**src/rtl/simd_mac_pkg.sv**
```systemverilog
// Shared types, default widths and saturating arithmetic for the SIMD MAC array.
// Helpers work on a 64-bit signed container so any configured width up to 63 bits fits.
package simd_mac_pkg;

  localparam int LANES_DEF   = 4;
  localparam int DATA_W_DEF  = 8;
  localparam int ACC_W_DEF   = 16;
  localparam int OUT_W_DEF   = 8;
  localparam int LEN_W_DEF   = 8;
  localparam int SHIFT_W_DEF = 4;
  localparam int CALC_W      = 64;

  typedef enum logic [1:0] {S_IDLE, S_ACCUM, S_ACT, S_OUT} state_e;

  typedef logic signed [CALC_W-1:0] wide_t;

  // Clamp v to the signed range of a w-bit value.
  function automatic wide_t clamp(input wide_t v, input int w);
    wide_t hi, lo, r;
    hi = (wide_t'(1) <<< (w - 1)) - wide_t'(1);
    lo = -hi - wide_t'(1);
    if (v > hi)      r = hi;
    else if (v < lo) r = lo;
    else             r = v;
    return r;
  endfunction

  function automatic wide_t sat_add(input wide_t a, input wide_t b, input int w,
                                    output logic ovf);
    wide_t s, r;
    s   = a + b;
    r   = clamp(s, w);
    ovf = (r != s);
    return r;
  endfunction

endpackage

```
**src/rtl/simd_mac_lane.sv**
```systemverilog
// One MAC lane: signed multiply, saturating accumulate with sticky flag,
// and ReLU / arithmetic-shift / clamp requantisation into registered outputs.
module simd_mac_lane
  import simd_mac_pkg::*;
#(
  parameter int DATA_W  = DATA_W_DEF,
  parameter int ACC_W   = ACC_W_DEF,
  parameter int OUT_W   = OUT_W_DEF,
  parameter int SHIFT_W = SHIFT_W_DEF
) (
  input  logic                      clk,
  input  logic                      rst,
  input  logic                      clr_i,
  input  logic signed [ACC_W-1:0]   init_i,
  input  logic                      beat_i,
  input  logic signed [DATA_W-1:0]  data_i,
  input  logic signed [DATA_W-1:0]  weight_i,
  input  logic                      act_i,
  input  logic                      relu_i,
  input  logic [SHIFT_W-1:0]        shift_i,
  output logic signed [ACC_W-1:0]   out_acc_o,
  output logic signed [OUT_W-1:0]   out_act_o,
  output logic                      sat_o
);

  logic signed [2*DATA_W-1:0] prod;
  logic signed [ACC_W-1:0]    acc_q, acc_d, out_acc_q;
  logic signed [OUT_W-1:0]    act_d, out_act_q;
  logic                       sat_q, ovf;
  wide_t                      sum_w, act_w;

  always_comb begin
    prod  = data_i * weight_i;
    sum_w = sat_add(wide_t'(acc_q), wide_t'(prod), ACC_W, ovf);
    acc_d = ACC_W'(sum_w);
    act_w = wide_t'(acc_q);
    if (relu_i && (acc_q < 0)) act_w = '0;
    act_w = act_w >>> shift_i;
    act_d = OUT_W'(clamp(act_w, OUT_W));
  end

  always_ff @(posedge clk) begin
    if (rst) begin
      acc_q     <= '0;
      sat_q     <= 1'b0;
      out_acc_q <= '0;
      out_act_q <= '0;
    end else begin
      if (clr_i) begin
        acc_q <= init_i;
        sat_q <= 1'b0;
      end else if (beat_i) begin
        acc_q <= acc_d;
        if (ovf) sat_q <= 1'b1;
      end
      if (act_i) begin
        out_acc_q <= acc_q;
        out_act_q <= act_d;
      end
    end
  end

  assign out_acc_o = out_acc_q;
  assign out_act_o = out_act_q;
  assign sat_o     = sat_q;

endmodule

```
**src/rtl/simd_mac_array_v2.sv**
```systemverilog
// Multi-lane SIMD dot-product MAC with valid/ready handshakes and requantised outputs.
// Optional SIMD_MAC_BIAS_EN adds in_bias, loaded into the accumulators on an accepted start.
module simd_mac_array_v2
  import simd_mac_pkg::*;
#(
  parameter int LANES   = LANES_DEF,
  parameter int DATA_W  = DATA_W_DEF,
  parameter int ACC_W   = ACC_W_DEF,
  parameter int OUT_W   = OUT_W_DEF,
  parameter int LEN_W   = LEN_W_DEF,
  parameter int SHIFT_W = SHIFT_W_DEF
) (
  input  logic                      clk,
  input  logic                      rst,
  input  logic                      start,
  input  logic [LEN_W-1:0]          cfg_len,
  input  logic                      cfg_relu,
  input  logic [SHIFT_W-1:0]        cfg_shift,
  input  logic                      in_valid,
  output logic                      in_ready,
  input  logic [LANES*DATA_W-1:0]   in_data,
  input  logic [LANES*DATA_W-1:0]   in_weight,
  output logic                      out_valid,
  input  logic                      out_ready,
  output logic [LANES*ACC_W-1:0]    out_acc,
  output logic [LANES*OUT_W-1:0]    out_act,
  output logic [LANES-1:0]          sat_flags,
  output logic                      busy
`ifdef SIMD_MAC_BIAS_EN
  ,
  input  logic [LANES*ACC_W-1:0]    in_bias
`endif
);

  state_e               state_q;
  logic [LEN_W-1:0]     len_q, cnt_q;
  logic                 relu_q, out_valid_q;
  logic [SHIFT_W-1:0]   shift_q;
  logic                 start_acc, beat, act_en;

  assign start_acc = (state_q == S_IDLE) && start && (cfg_len != '0);
  assign beat      = (state_q == S_ACCUM) && in_valid;
  assign act_en    = (state_q == S_ACT);
  assign in_ready  = (state_q == S_ACCUM);
  assign busy      = (state_q != S_IDLE);
  assign out_valid = out_valid_q;

  always_ff @(posedge clk) begin
    if (rst) begin
      state_q     <= S_IDLE;
      len_q       <= '0;
      cnt_q       <= '0;
      relu_q      <= 1'b0;
      shift_q     <= '0;
      out_valid_q <= 1'b0;
    end else begin
      case (state_q)
        S_IDLE: if (start_acc) begin
          len_q   <= cfg_len;
          relu_q  <= cfg_relu;
          shift_q <= cfg_shift;
          cnt_q   <= '0;
          state_q <= S_ACCUM;
        end
        S_ACCUM: if (beat) begin
          if (cnt_q == len_q - LEN_W'(1)) begin
            cnt_q   <= '0;
            state_q <= S_ACT;
          end else begin
            cnt_q   <= cnt_q + LEN_W'(1);
          end
        end
        S_ACT: begin
          out_valid_q <= 1'b1;
          state_q     <= S_OUT;
        end
        S_OUT: if (out_ready) begin
          out_valid_q <= 1'b0;
          state_q     <= S_IDLE;
        end
        default: state_q <= S_IDLE;
      endcase
    end
  end

  for (genvar i = 0; i < LANES; i++) begin : g_lane
    logic signed [ACC_W-1:0] init;
`ifdef SIMD_MAC_BIAS_EN
    assign init = in_bias[i*ACC_W +: ACC_W];
`else
    assign init = '0;
`endif
    simd_mac_lane #(
      .DATA_W (DATA_W),
      .ACC_W  (ACC_W),
      .OUT_W  (OUT_W),
      .SHIFT_W(SHIFT_W)
    ) u_lane (
      .clk      (clk),
      .rst      (rst),
      .clr_i    (start_acc),
      .init_i   (init),
      .beat_i   (beat),
      .data_i   (in_data[i*DATA_W +: DATA_W]),
      .weight_i (in_weight[i*DATA_W +: DATA_W]),
      .act_i    (act_en),
      .relu_i   (relu_q),
      .shift_i  (shift_q),
      .out_acc_o(out_acc[i*ACC_W +: ACC_W]),
      .out_act_o(out_act[i*OUT_W +: OUT_W]),
      .sat_o    (sat_flags[i])
    );
  end

endmodule

```
**config.mk**
```make
export PLATFORM = sky130hd
export DESIGN_NAME = simd_mac_array_v2
export DESIGN_NICKNAME = d
export VERILOG_FILES = /design/src/rtl/simd_mac_pkg.sv /design/src/rtl/simd_mac_lane.sv /design/src/rtl/simd_mac_array_v2.sv
export SDC_FILE = /design/constraint.sdc
export NUM_CORES = 1
export LEC_CHECK = 0
export ABC_AREA = 1
export BUFFER_PORTS_ARGS = -buffer_cell sky130_fd_sc_hd__buf_4
export CORE_AREA = 2 2 244 246
export CTS_BUF_LIST = sky130_fd_sc_hd__clkbuf_4
export CTS_CLUSTER_SIZE = 16
export DETAILED_ROUTE_END_ITERATION = 7
export DIE_AREA = 0 0 246 248
export REMOVE_ABC_BUFFERS = 1
export SLEW_MARGIN = 20
export SYNTH_ARGS = -nofsm -noshare
export SYNTH_HDL_FRONTEND = slang
export SYNTH_SLANG_ARGS = --single-unit
```
**constraint.sdc**
```tcl
create_clock -name clk -period 6.1 [get_ports clk]
set_clock_uncertainty 0.15 [all_clocks]
set_input_delay 0.61 -clock clk [delete_from_list [all_inputs] [get_ports clk]]
set_output_delay 0.61 -clock clk [all_outputs]
set_load 0.01 [all_outputs]
```
# Yosys cells after proc, flatten, opt, wreduce, memory -nomap -nowiden
# Cells that the tools add are included.
# W data, S select, Z words.
# op_classes
add_sub_neg,6
mul,4
n_lt_le_gt_ge,20
eq_ne,12
n_shift,4
n_mux,31
n_reduce_logical,21
# op_table
cell,n
$mux W64,12
$gt A64 B16 Y1 const B,4
$gt A64 B8 Y1 const B,4
$lt A64 B16 Y1 const B,4
$lt A64 B8 Y1 const B,4
$ne A64 B64 Y1,4
$sshr A64 B4 Y64,4
$mux W8,11
$add A16 B16 Y17,4
$lt A16 B1 Y1 const B,4
$mul A8 B8 Y16,4
$pmux W8 S2,1
$reduce_and A2 Y1,6
$add A8 B1 Y8 const B,1
$eq A8 B8 Y1,1
$mux W2,4
$pmux W2 S4,1
$reduce_bool A8 Y1,1
$sub A8 B1 Y8 const B,1
$logic_and A1 B1 Y1,7
$ne A2 B1 Y1 const B,3
$reduce_bool A2 Y1,3
$eq A2 B2 Y1 const B,2
$reduce_and A4 Y1,1
7 further kinds,7
# word_totals
regBits,188
in_bits,82
elab_cells,120

# Longest topological paths before layout
# depth
depth_word,7
ltp_mapped,25

# Hierarchy
# From an unflattened synthesis, not the netlist that was laid out.
# unflattened
cells_unflattened,3390
area_unflattened_um2,24126.9
# modules_own_cells
module,n_inst,cells_per_inst,area_per_inst_um2,seq_area_each_um2
simd_mac_lane (g_lane[0].u_lane),1,807,5791.8,820.8
simd_mac_lane (g_lane[3].u_lane),1,807,5751.8,820.8
simd_mac_lane (g_lane[1].u_lane),1,789,5624.1,820.8
simd_mac_lane (g_lane[2].u_lane),1,770,5556.6,820.8
simd_mac_array_v2,1,217,1402.6,480.5

# Worst setup path before layout
# Ideal clock, no wire load.
# synth_path
path_type,input port to flip-flop
start,input port in_weight[7]
end,register g_lane[0].u_lane.sat_q
t_arrival_ps,5145
required_time_ps,5822
path_slack_ps,678
cell_stages,19
n_path_buf,1
cell_sequence,clkinv_1 > or2_2 > fa_1 > fa_1 > inv_1 > fa_1 > fa_1 > fa_1 > ha_1 > a21oi_1 > nand2_1 > and3_1 > nor2_1 > nand2_1 > nand3b_1 > buf_2 > nand2_1 > a21oi_1 > nor2_1
# synth_via
elab_chain_len,7
word_cells_on_any_way,8
# synth_lines
element,line_no,source
from (decl),simd_mac_array_v2.sv:22,"input logic [LANES*DATA_W-1:0] in_weight,"
$mul A8 B8 Y16 *,simd_mac_lane.sv:33,prod = data_i * weight_i;
$add A16 B16 Y17 *,simd_mac_pkg.sv:31,s = a + b;
$lt A64 B16 Y1,simd_mac_pkg.sv:23,else if (v < lo) r = lo;
$mux W64,simd_mac_pkg.sv:23,
$mux W64,simd_mac_pkg.sv:22,if (v > hi) r = hi;
$ne A64 B64 Y1 *,simd_mac_pkg.sv:33,ovf = (r != s);
$reduce_and A2 Y1 (no line) *,n/a,
to (signal assigned),simd_mac_lane.sv:45,sat_q <= 1'b0;
to (signal assigned),simd_mac_lane.sv:51,sat_q <= 1'b0;
to (signal assigned),simd_mac_lane.sv:54,if (ovf) sat_q <= 1'b1;
to (decl),simd_mac_lane.sv:29,"logic sat_q, ovf;"
# Mark *: on every way between the ends. The rest lies on a longest branch, timed or not.
# A chain may end at the register's enable or synchronous reset.

# Worst setup path after layout
# layout_path
start,register g_lane[2].u_lane.acc_q[6]
end,register g_lane[2].u_lane.acc_q[13]
# layout_via
elab_chain_len,4
word_cells_on_any_way,5
# layout_lines
element,line_no,source
from (decl),simd_mac_lane.sv:27,"logic signed [ACC_W-1:0] acc_q, acc_d, out_acc_q;"
from (signal assigned),simd_mac_lane.sv:50,acc_q <= init_i;
$add A16 B16 Y17 *,simd_mac_pkg.sv:31,
$lt A64 B16 Y1,simd_mac_pkg.sv:23,
$mux W64,simd_mac_pkg.sv:23,
$mux W64 *,simd_mac_pkg.sv:22,
# Marks and branches as above.

==> impl_results.md <==
* Switching share of power at 0.555
* Synth Flop Type: dfxtp_1
* First-pass GRT wire length at between 90,000 and 100,000 µm
* EDFF count, synth at 0
* Via count at 19,700
* CP Data Arrival Time at between 5000 and 6000 ps
* DRT Wirelength at between 50,000 and 60,000 µm
* PortBufs at around 180
* Post-synthesis cell area at between 20,000 and 25,000 µm²
* Switching Power at around 7.7 mW
* FF+latch count, synth at 188
* CP required at between 6000 and 7000 ps
* WL/cell at ~14 µm
* Slew headroom at 0.328
* Setup crit end kind: register
* Area grow syn2layout at 9.50%
* Final Hold Viols at 0
* Final worst path period need at between 5000 and 6000 ps
* Gpl congestion at ~0.85
* CTS tree: yes
* CP Launch Type: register
* Status: finished, final reports clean
* Vias per std cell at 4.85
* RSZ-0062 raised after global routing: false
* Tot GR Track Use at 0.201
* Die Span Y at between 200 and 250 µm
* Die ar. at between 60,000 and 70,000 µm²
* Vias in the first global route at 19,400
* Finished Layout Cells at slightly above 4,000
* # DRC at 0
* Fill count at approximately 6,200
* # IOs at approximately 190
* Reg clk slew, reported paths at between 150 and 200 ps
* Post-synthesis sequential area ratio at 0.163
* Final Cycle Share at 0.843
* Leakage power total at approximately 14 nW
* Final TNS setup at 0 ps
* Maximum capacitance violations at 0
* Row cnt at a little under 90
* Crit path max fanout at 11
* Largest net degree at the start of global routing at 96
* Share of cells above drive strength 1 at 0.0848
* Post-CTS setup buffer count at 0
* Sequential power share at 0.141
* Clock tree buffer depth at 2
* Post-synth ARST share at 0
* DR iter-0 viols at roughly 900
* Area share of the leading cell type in the synthesized netlist at 0.264
* Main area contributors after synthesis: fa_1, dfxtp_1, nand2_1, inv_1, ha_1
* Die extent in x at between 200 and 250 µm
* Most area-hungry cell type in the Yosys netlist: fa_1
* Share of power burned in the clock network at 0.052
* Sink Count at 188
* Max VDD drop at around 310 µV
* Worst skew pair latency at about 800 ps
* Number of distinct library cells after synthesis at 43
* Setup violators final at 0
* Antenna violations before repair at 2
* Num CTS Buffers at 17
* Least-Margin Pin Slew at between 1000 and 1500 ps
* P_int at approximately 6.1 mW
* Antenna-violating nets left at 0
* Max Fclk at a little under 0.2 GHz
* Slew Limit Fails at 0
* Initial core utilization at 0.395
* Total power at between 10 and 15 mW
* PD cells at 545 nW/µm²
* Root Buffer: clkbuf_4
* Most common cell in the synthesized netlist: nand2_1
* Core area at approximately 58,000 µm²
* Final layout net count at approximately 3,800
* Worst min path class: in2reg
* First-pass iteration count of the detailed router at 5
* Ys Warns at 0
* Congestion Overflow GR at 0
* Mapped Cells at approximately 3,200
* H-tree levels at 4
* Placed insts at approximately 4,000
* Top post-synthesis cells by count: nand2_1, inv_1, fa_1
* Setup Crit Path Kind: reg2reg
* DP HPWL at 46,200 µm
* Comb pwr share at 0.807
* Syn avg cell area at slightly above 7 µm²
[critical path: stages, from the launching register on]
cell,delay (ps)
dfxtp_1,360
inv_1,110
fa_1,550
inv_1,50
fa_1,490
inv_1,50
fa_1,480
inv_1,60
fa_1,420
fa_1,440
ha_1,370
a21oi_1,200
nand2_1,120
and3_1,160
nor2_1,170
inv_1,80
nand3_1,90
nand3b_1,300
nand2_1,140
inv_1,110
a21oi_1,170
[power groups by stage]
stage               sequential, mW  clock, mW  combinational [mW]
finish                        1.95      0.712                11.1
floorplan                     2.05          0                8.21
detailed placement            1.98          0                11.1
global route                  2.01      0.795                13.0
global placement              1.99          0                11.1
CTS                           1.96      0.749                11.3
[metal layers]
metal / global-route usage / vias to the layer above / routed length (µm)
met1: 0.276 / 9332 / 27600
met5: 0 / - / 0
met3: 0.0295 / 35 / 2500
met4: 0.0462 / 0 / 811
li1: - / 10000 / -
met2: 0.336 / 349 / 27200
[through the flow]
stage	utilization	hold WS, ps	instance area [µm²]	setup slack (ps)
2_1_floorplan	-	295	22300	578
3_3_place_gp	0.425	302	24800	252
3_5_place_dp	0.425	305	24800	250
4_1_cts	0.432	125	25300	936
5_1_grt	0.432	192	25300	509
6_report	0.432	220	25300	958
[kinds of logic (layout without fill, tap and decap cells)]
kind of cell    Yosys count  after routing  share of synthesized area
simple gates           1281           1281                      0.230
buf+inv                 761            842                      0.128
fa+ha+maj               467            467                      0.352
compound gates          457            457                      0.105
flops                   188            188                      0.163
xor+xnor                 56             56                     0.0213
mux                       1              1                   0.000434
other cells               0              6                          0
[registers in the layout, indices dropped and copies added, names as in the netlist, 2 cells and up]
name and count:
g_lane.u_lane.sat_o 4, state_q 2, len_q 8, g_lane.u_lane.out_acc_o 64, g_lane.u_lane.acc_q 64, g_lane.u_lane.out_act_o 32, shift_q 4, cnt_q 8
[layout by cell type, fill, tap and decap left out, types with 4 or more instances in the layout]
cell | synthesis | layout
ha_1 | 163 | 162
nand3_2 | 4 | 4
o21a_1 | 7 | 7
nor3_1 | 13 | 13
dfxtp_1 | 188 | 186
nand2_2 | 6 | 6
nand3b_1 | 15 | 15
nand3_1 | 238 | 238
or2_2 | 8 | 8
xor2_1 | 26 | 26
a21oi_4 | 4 | 4
inv_1 | 578 | 574
clkinv_1 | 6 | 6
clkbuf_4 | 0 | 17
nor2_1 | 202 | 202
o211ai_1 | 10 | 10
buf_4 | 11 | 203
fa_1 | 304 | 304
inv_8 | 0 | 4
xnor2_1 | 30 | 30
diode_2 | 0 | 6
dlygate4sd3_1 | 0 | 15
inv_2 | 9 | 11
o31ai_1 | 6 | 6
nand2_1 | 777 | 777
a31oi_1 | 6 | 6
a21oi_1 | 181 | 181
clkinvlp_4 | 0 | 4
nand4_1 | 7 | 7
o21ai_0 | 228 | 228
o21ai_1 | 5 | 5
[what timing repair did]
| action | 4_1_cts | 5_1_grt |
|---|---|---|
| endpoints found under the hold margin | 16 | 0 |
| resized for setup | 0 | 0 |
| hold buffers | 15 | 0 |
[path summary, 6_finish.rpt]
path,endpoint,slack [ps],startpoint,cells past startpoint
setup / recovery,g_lane[2].u_lane.acc_q[13],960,g_lane[2].u_lane.acc_q[6],20
setup reg to reg,g_lane[2].u_lane.acc_q[13],960,g_lane[2].u_lane.acc_q[6],20
hold / removal,state_q[1],220,out_ready,5
hold reg to reg,g_lane[2].u_lane.acc_q[6],320,g_lane[2].u_lane.acc_q[6],2
[area by class of cell]
class	count	area, µm²	area share
Timing Repair Buffer	218	1670	0.0662
Clock inverter	14	131	0.00520
Sequential cell	188	3770	0.149
Tap cell	773	967	0.0383
Antenna cell	6	15.0	0.000594
Inverter	593	2230	0.0882
Multi-Input combinational cell	2262	16400	0.647
Clock buffer	17	128	0.00505
Note: power is estimated with default switching activity, not from simulation.
